## src/rtl/y86_run_ctrl.sv

```systemverilog
// y86_run_ctrl: run/step sequencer for the y86seq core.
// The host issues RUN/STEP/STOP/CLEAR over a valid/ready handshake. The
// controller gates the core clock enable, watches the core Stat, stops on
// HLT or on any fault code, and can enforce a per-run cycle budget.
module y86_run_ctrl #(
  parameter int STAT_W     = 3,
  parameter int CNT_W      = 32,
  parameter int MAX_CYCLES = 0
) (
  input  logic              clock,
  input  logic              reset,
  input  logic              cmd_valid,
  output logic              cmd_ready,
  input  logic [1:0]        cmd_op,
  input  logic [STAT_W-1:0] cpu_stat,
  output logic              cpu_en,
  output logic              cpu_clr,
  output logic [2:0]        run_state,
  output logic [STAT_W-1:0] final_stat,
  output logic [CNT_W-1:0]  cycle_cnt,
  output logic              done
);

  typedef enum logic [2:0] {
    ST_IDLE    = 3'd0,
    ST_RUN     = 3'd1,
    ST_STEP    = 3'd2,
    ST_HALTED  = 3'd3,
    ST_FAULT   = 3'd4,
    ST_TIMEOUT = 3'd5
  } state_t;

  localparam logic [1:0] OP_RUN   = 2'd0;
  localparam logic [1:0] OP_STEP  = 2'd1;
  localparam logic [1:0] OP_STOP  = 2'd2;
  localparam logic [1:0] OP_CLEAR = 2'd3;

  localparam logic [STAT_W-1:0] STAT_AOK = STAT_W'(1);
  localparam logic [STAT_W-1:0] STAT_HLT = STAT_W'(2);

  localparam logic [CNT_W-1:0] CNT_ONE    = CNT_W'(1);
  localparam logic [CNT_W-1:0] CNT_ZERO   = CNT_W'(0);
  localparam logic [CNT_W-1:0] CNT_MAX    = {CNT_W{1'b1}};
  localparam logic [CNT_W-1:0] CNT_BUDGET = CNT_W'(MAX_CYCLES);
  localparam logic               BUDGET_ON  = (MAX_CYCLES != 0);

  state_t              state_r, state_nxt_s;
  logic [CNT_W-1:0]    cnt_r, cnt_nxt_s, cnt_inc_s;
  logic [STAT_W-1:0]   fstat_r, fstat_nxt_s;
  logic                done_r, done_nxt_s;
  logic                clr_r, clr_nxt_s;
  logic                take_s;
  logic                en_s;

  // The core only advances while running or stepping; STEP blocks new commands.
  assign en_s      = (state_r == ST_RUN) || (state_r == ST_STEP);
  assign cpu_en    = en_s;
  assign cmd_ready = (state_r != ST_STEP);
  assign take_s    = cmd_valid & cmd_ready;

  assign run_state  = state_r;
  assign final_stat = fstat_r;
  assign cycle_cnt  = cnt_r;
  assign done       = done_r;
  assign cpu_clr    = clr_r;

  // Next-state decode: CLEAR wins, then Stat, then budget, then STEP exit / STOP.
  always_comb begin
    state_nxt_s = state_r;
    cnt_nxt_s   = cnt_r;
    fstat_nxt_s = fstat_r;
    done_nxt_s  = 1'b0;
    clr_nxt_s   = 1'b0;
    cnt_inc_s   = (cnt_r == CNT_MAX) ? cnt_r : (cnt_r + CNT_ONE);

    if (take_s && (cmd_op == OP_CLEAR)) begin
      state_nxt_s = ST_IDLE;
      cnt_nxt_s   = CNT_ZERO;
      fstat_nxt_s = {STAT_W{1'b0}};
      clr_nxt_s   = 1'b1;
    end else if (en_s) begin
      cnt_nxt_s = cnt_inc_s;
      if (cpu_stat != STAT_AOK) begin
        // Anything but AOK terminates; only HLT counts as a clean halt.
        state_nxt_s = (cpu_stat == STAT_HLT) ? ST_HALTED : ST_FAULT;
        fstat_nxt_s = cpu_stat;
        done_nxt_s  = 1'b1;
      end else if ((state_r == ST_RUN) && BUDGET_ON && (cnt_inc_s == CNT_BUDGET)) begin
        state_nxt_s = ST_TIMEOUT;
        fstat_nxt_s = STAT_AOK;
        done_nxt_s  = 1'b1;
      end else if (state_r == ST_STEP) begin
        state_nxt_s = ST_IDLE;
        done_nxt_s  = 1'b1;
      end else if (take_s && (cmd_op == OP_STOP)) begin
        state_nxt_s = ST_IDLE;
      end else begin
        state_nxt_s = state_r;
      end
    end else if (take_s && (state_r == ST_IDLE) && (cmd_op == OP_RUN)) begin
      state_nxt_s = ST_RUN;
    end else if (take_s && (state_r == ST_IDLE) && (cmd_op == OP_STEP)) begin
      state_nxt_s = ST_STEP;
    end else begin
      state_nxt_s = state_r;
    end
  end

  // Register state and every registered output; reset returns everything to zero/IDLE.
  always_ff @(posedge clock or negedge reset) begin
    if (!reset) begin
      state_r <= ST_IDLE;
      cnt_r   <= CNT_ZERO;
      fstat_r <= {STAT_W{1'b0}};
      done_r  <= 1'b0;
      clr_r   <= 1'b0;
    end else begin
      state_r <= state_nxt_s;
      cnt_r   <= cnt_nxt_s;
      fstat_r <= fstat_nxt_s;
      done_r  <= done_nxt_s;
      clr_r   <= clr_nxt_s;
    end
  end

endmodule

```

## config.mk

```make
export PLATFORM = sky130hd
export DESIGN_NAME = y86_run_ctrl
export DESIGN_NICKNAME = d
export VERILOG_FILES = /design/src/rtl/y86_run_ctrl.sv
export SDC_FILE = /design/constraint.sdc
export NUM_CORES = 1
export LEC_CHECK = 0
export ABC_AREA = 1
export ABC_CLOCK_PERIOD_IN_PS = 1920
export CAP_MARGIN = 5
export CELL_PAD_IN_SITES_DETAIL_PLACEMENT = 0
export CELL_PAD_IN_SITES_GLOBAL_PLACEMENT = 1
export CORE_MARGIN = 2
export CORE_UTILIZATION = 30
export DETAILED_ROUTE_END_ITERATION = 6
export GPL_TIMING_DRIVEN = 0
export PLACE_DENSITY_LB_ADDON = 0.08
export SETUP_SLACK_MARGIN = 0.02
export SLEW_MARGIN = 20
export SYNTH_ARGS = -nofsm -noshare
export SYNTH_HDL_FRONTEND = slang
export SYNTH_SLANG_ARGS = --single-unit
```

## constraint.sdc

```tcl
create_clock -name clock -period 1.92 [get_ports clock]
set_clock_uncertainty 0.2 [all_clocks]
set_input_delay 0.192 -clock clock [delete_from_list [all_inputs] [get_ports clock]]
set_output_delay 0.192 -clock clock [all_outputs]
set_load 0.02 [all_outputs]
```

==> metrics.md <==
| Metric | Value |
|---|---|
| FP Rows | `34` |
| Critical Path Most Common Cell | `nand2_4` |
| Seq/Total Area, Yosys | `38.4%` |
| Max Clk Rate | `534 MHz` |
| Setup crit end kind | `register` |
| Endpoints failing hold | `0` |
| Comb power frac | `55.9%` |
| Synth Register Bits | `40` |
| Yosys warnings | `0` |
| Cell family with most CP delay | `simple AND/OR/NAND/NOR gates` |
| Met1 GRT Util | `24.0%` |
| Status | `finished, final reports clean` |
| IO Count | `50` |
| Post-synth top area cell | `dfrtp_1` |
| Placer Congestion | `0.826` |
| First-pass GRT wire length | `12800 um` |
| Critical Path AT | `1.86 ns` |
| GR Util met3 | `2.81%` |
| Via count | `2515` |
| CTS H-tree depth | `2` |
| Post-Syn Instances | `360` |
| Largest net degree at the start of global routing | `25` |
| Antenna violations before repair | `0` |
| Die X | `97.2 um` |
| Leak | `1.59 nW` |
| Hold WS | `0.147 ns` |
| DP Worst Slack | `-0.215 ns` |
| Std-Cell Core Area | `8590 um^2` |
| Internal Pwr Total | `2.22 mW` |
| Slew Limit Fails | `0` |
| Largest stage delay, worst path | `0.41 ns` |
| # DRC | `0` |
| Worst-Skew Late Latency | `0.30 ns` |
| Worst Path Buf+Inv | `2` |
| Worst-path maximum fanout | `5` |
| Setup CP Type | `register to register` |
| Post-synth cell types | `29` |
| Number of global-route vias before repair | `2519` |
| Hold Crit Class | `input port to asynchronous set/reset pin` |
| Proportion of layout cells with a drive suffix above 1 | `24.5%` |
| Minimum clock period | `1.87 ns` |
| PwrDens | `1060 nW/um^2` |
| DR WL/cell | `13.9 um` |
| Synth area leaders | `dfrtp_1 38%, nand2_1 20%, nor2_1 7.3%` |
| Slew HR | `71.6%` |
| Antenna cells | `0` |
| Final cycle utilization of the critical path | `97.5%` |
| Worst vdd ir | `0.643 mV` |
| Final instance area | `3690 um^2` |
| Final setup fails | `0` |
| CTS buffer count | `5` |
| Grt peak-use layer | `met2` |
| Net Sw Frac | `43.3%` |
| M2 GR Usage | `27.5%` |
| Starting Density | `30.3%` |
| Tot GR Track Use | `17.1%` |
| Clock buffer depth | `2` |
| Required @ worst endpoint | `1.91 ns` |
| DR pass1 iterations | `4` |
| Post-detailed-route count of antenna-violating nets | `0` |
| Die area | `9450 um^2` |
| Routed wire length | `7680 um` |
| Slew @ Worst Pin | `0.425 ns` |
| Seq pwr share | `29.4%` |
| Max-Cap Viols | `0` |
| CTS Root Cell | `clkbuf_8` |
| Cell Area, Placed | `3250 um^2` |
| Post-DP HPWL | `5700 um` |
| Syn Std Cell Area | `2610 um^2` |
| Syn avg cell area | `7.24 um^2` |
| Die H | `97.2 um` |
| Syn-to-layout area delta | `41.7%` |
| PnR worst setup slack | `0.0474 ns` |
| Clk network pwr share | `14.6%` |
| Nets@finish | `452` |
| Top cell type's share of synthesized area | `38.4%` |
| Switch Pwr | `1.70 mW` |
| Congestion Overflow GR | `0` |
| Slowest-stage cell, CP | `dfrtp_2` |
| RSZ-0062 raised after global routing | `true` |
| Startpoint class of the critical path | `register` |
| Clock transition at path regs | `0.09 ns` |
| CTS tree | `done` |
| DRT iter0 DRCs | `109` |
| Syn nets | `369` |
| CP Cell Sequence | `ha_4 -> nand2_4 -> nor2_4 -> nand2_4 -> nor2_8 -> nand3b_1 -> nand2_4 -> buf_12 -> buf_12 -> o21ai_2` |
| Vias per inst | `4.56` |
| TritonCTS Sinks | `40` |
| Port bufs | `49` |
per-stage QoR:
step                      utilization (%)  TNS (ns)  total power, mW  std cells
after floorplan                         -         0             2.28        360
after global placement               37.7    -35.61             2.98        517
after detailed placement             37.9     -4.89             2.98        518
after CTS                            41.3   -0.0365             3.97        542
after global routing                 43.0    -0.255             4.20        552
final                                43.0         0             3.92        552
state kept, by name, indices dropped and copies added, names as in the netlist:
| name | cells |
|---|---|
| cpu_clr | 1 |
| cycle_cnt | 32 |
| done | 1 |
| final_stat | 3 |
| run_state | 3 |
final cells by class:
class / instances / area, um^2
Fill cell: 908 / 4900
Sequential cell: 40 / 1020
Clock inverter: 1 / 5.00
Timing Repair Buffer: 76 / 731
Clock buffer: 7 / 76.3
Tap cell: 108 / 135
Inverter: 24 / 98.8
Buffer: 5 / 70.1
Multi-Input combinational cell: 291 / 1560
layout by cell type (no fill, tap or decap), types with 2 or more instances in the layout:
cell type and count:
xnor2_1 11, nand2_4 3, buf_4 23, nor2_2 7, a21oi_1 6, nand2_1 134, dfrtp_1 28, dfrtp_2 12
nand3_1 18, xor2_1 6, inv_2 3, nand3_4 2, buf_12 4, clkdlybuf4s50_1 44, nand2_2 12, o21ai_2 14
nor2_1 44, nand4_1 2, nand3b_1 4, o21ai_1 2, buf_8 3, inv_1 19, o21ai_0 7, clkbuf_8 5
clkbuf_1 2, nor2_4 8
cell usage after synthesis:
cell / instances
dfrtp_1: 40
o21ai_1: 4
nor2_4: 3
nand3b_1: 4
o21ai_0: 7
buf_8: 4
and2_1: 1
nand3_4: 2
nor2_8: 1
inv_1: 22
a21oi_1: 7
nand2_4: 2
or2_2: 1
nor2_1: 51
xnor2_1: 11
nor2_2: 5
o21ai_2: 12
nand4_1: 2
nor2b_1: 1
xor2_1: 6
nand2_1: 142
clkbuf_1: 1
ha_1: 1
nand2_2: 6
o31ai_1: 1
nand4_4: 1
nand3_1: 19
inv_2: 2
a31oi_1: 1
cells by family (layout without fill, tap and decap cells):
| family | Yosys count | after routing | share of synthesized area (%) |
|---|---|---|---|
| flip-flops | 40 | 40 | 38.4 |
| AO/OA/AOI/OAI | 32 | 32 | 8.01 |
| AND/OR/NAND/NOR | 241 | 241 | 41.5 |
| XOR/XNOR | 17 | 17 | 5.71 |
| adder cells (fa/ha/maj) | 1 | 1 | 0.480 |
| buffers and inverters | 29 | 113 | 5.90 |
power by group through the flow:
stage	sequential [mW]	combinational (mW)	clock, mW
after floorplan	1.30	0.973	0
after global placement	1.16	1.81	0
after detailed placement	1.16	1.82	0
after CTS	1.13	2.23	0.603
after global routing	1.18	2.39	0.638
final	1.15	2.19	0.573
worst paths after layout:
path,to,start,slack (ns),cells after the start
min in group clock,final_stat[1],cpu_stat[1],0.32,3
max in group asynchronous,run_state[1],reset,0.87,3
hold reg to reg,final_stat[1],final_stat[1],0.32,2
setup reg to reg,cycle_cnt[12],cycle_cnt[1],0.05,10
setup / recovery,cycle_cnt[12],cycle_cnt[1],0.05,10
hold / removal,cycle_cnt[4],reset,0.15,2
what timing repair did:
action,4_1_cts,5_1_grt
hold buffers,1,0
cloned,1,0
hold endpoints to repair,40,0
gates resized for setup,20,32
setup endpoints to repair,36,33
buffers inserted,14,11
pin swaps,5,16
metal layers:
metal | routed length [um] | vias up
met5 | 0 | -
met4 | 50 | 0
met3 | 340 | 4
met2 | 3600 | 49
met1 | 3690 | 1158
li1 | - | 1304
No activity file was read; power rests on OpenSTA's default activity.
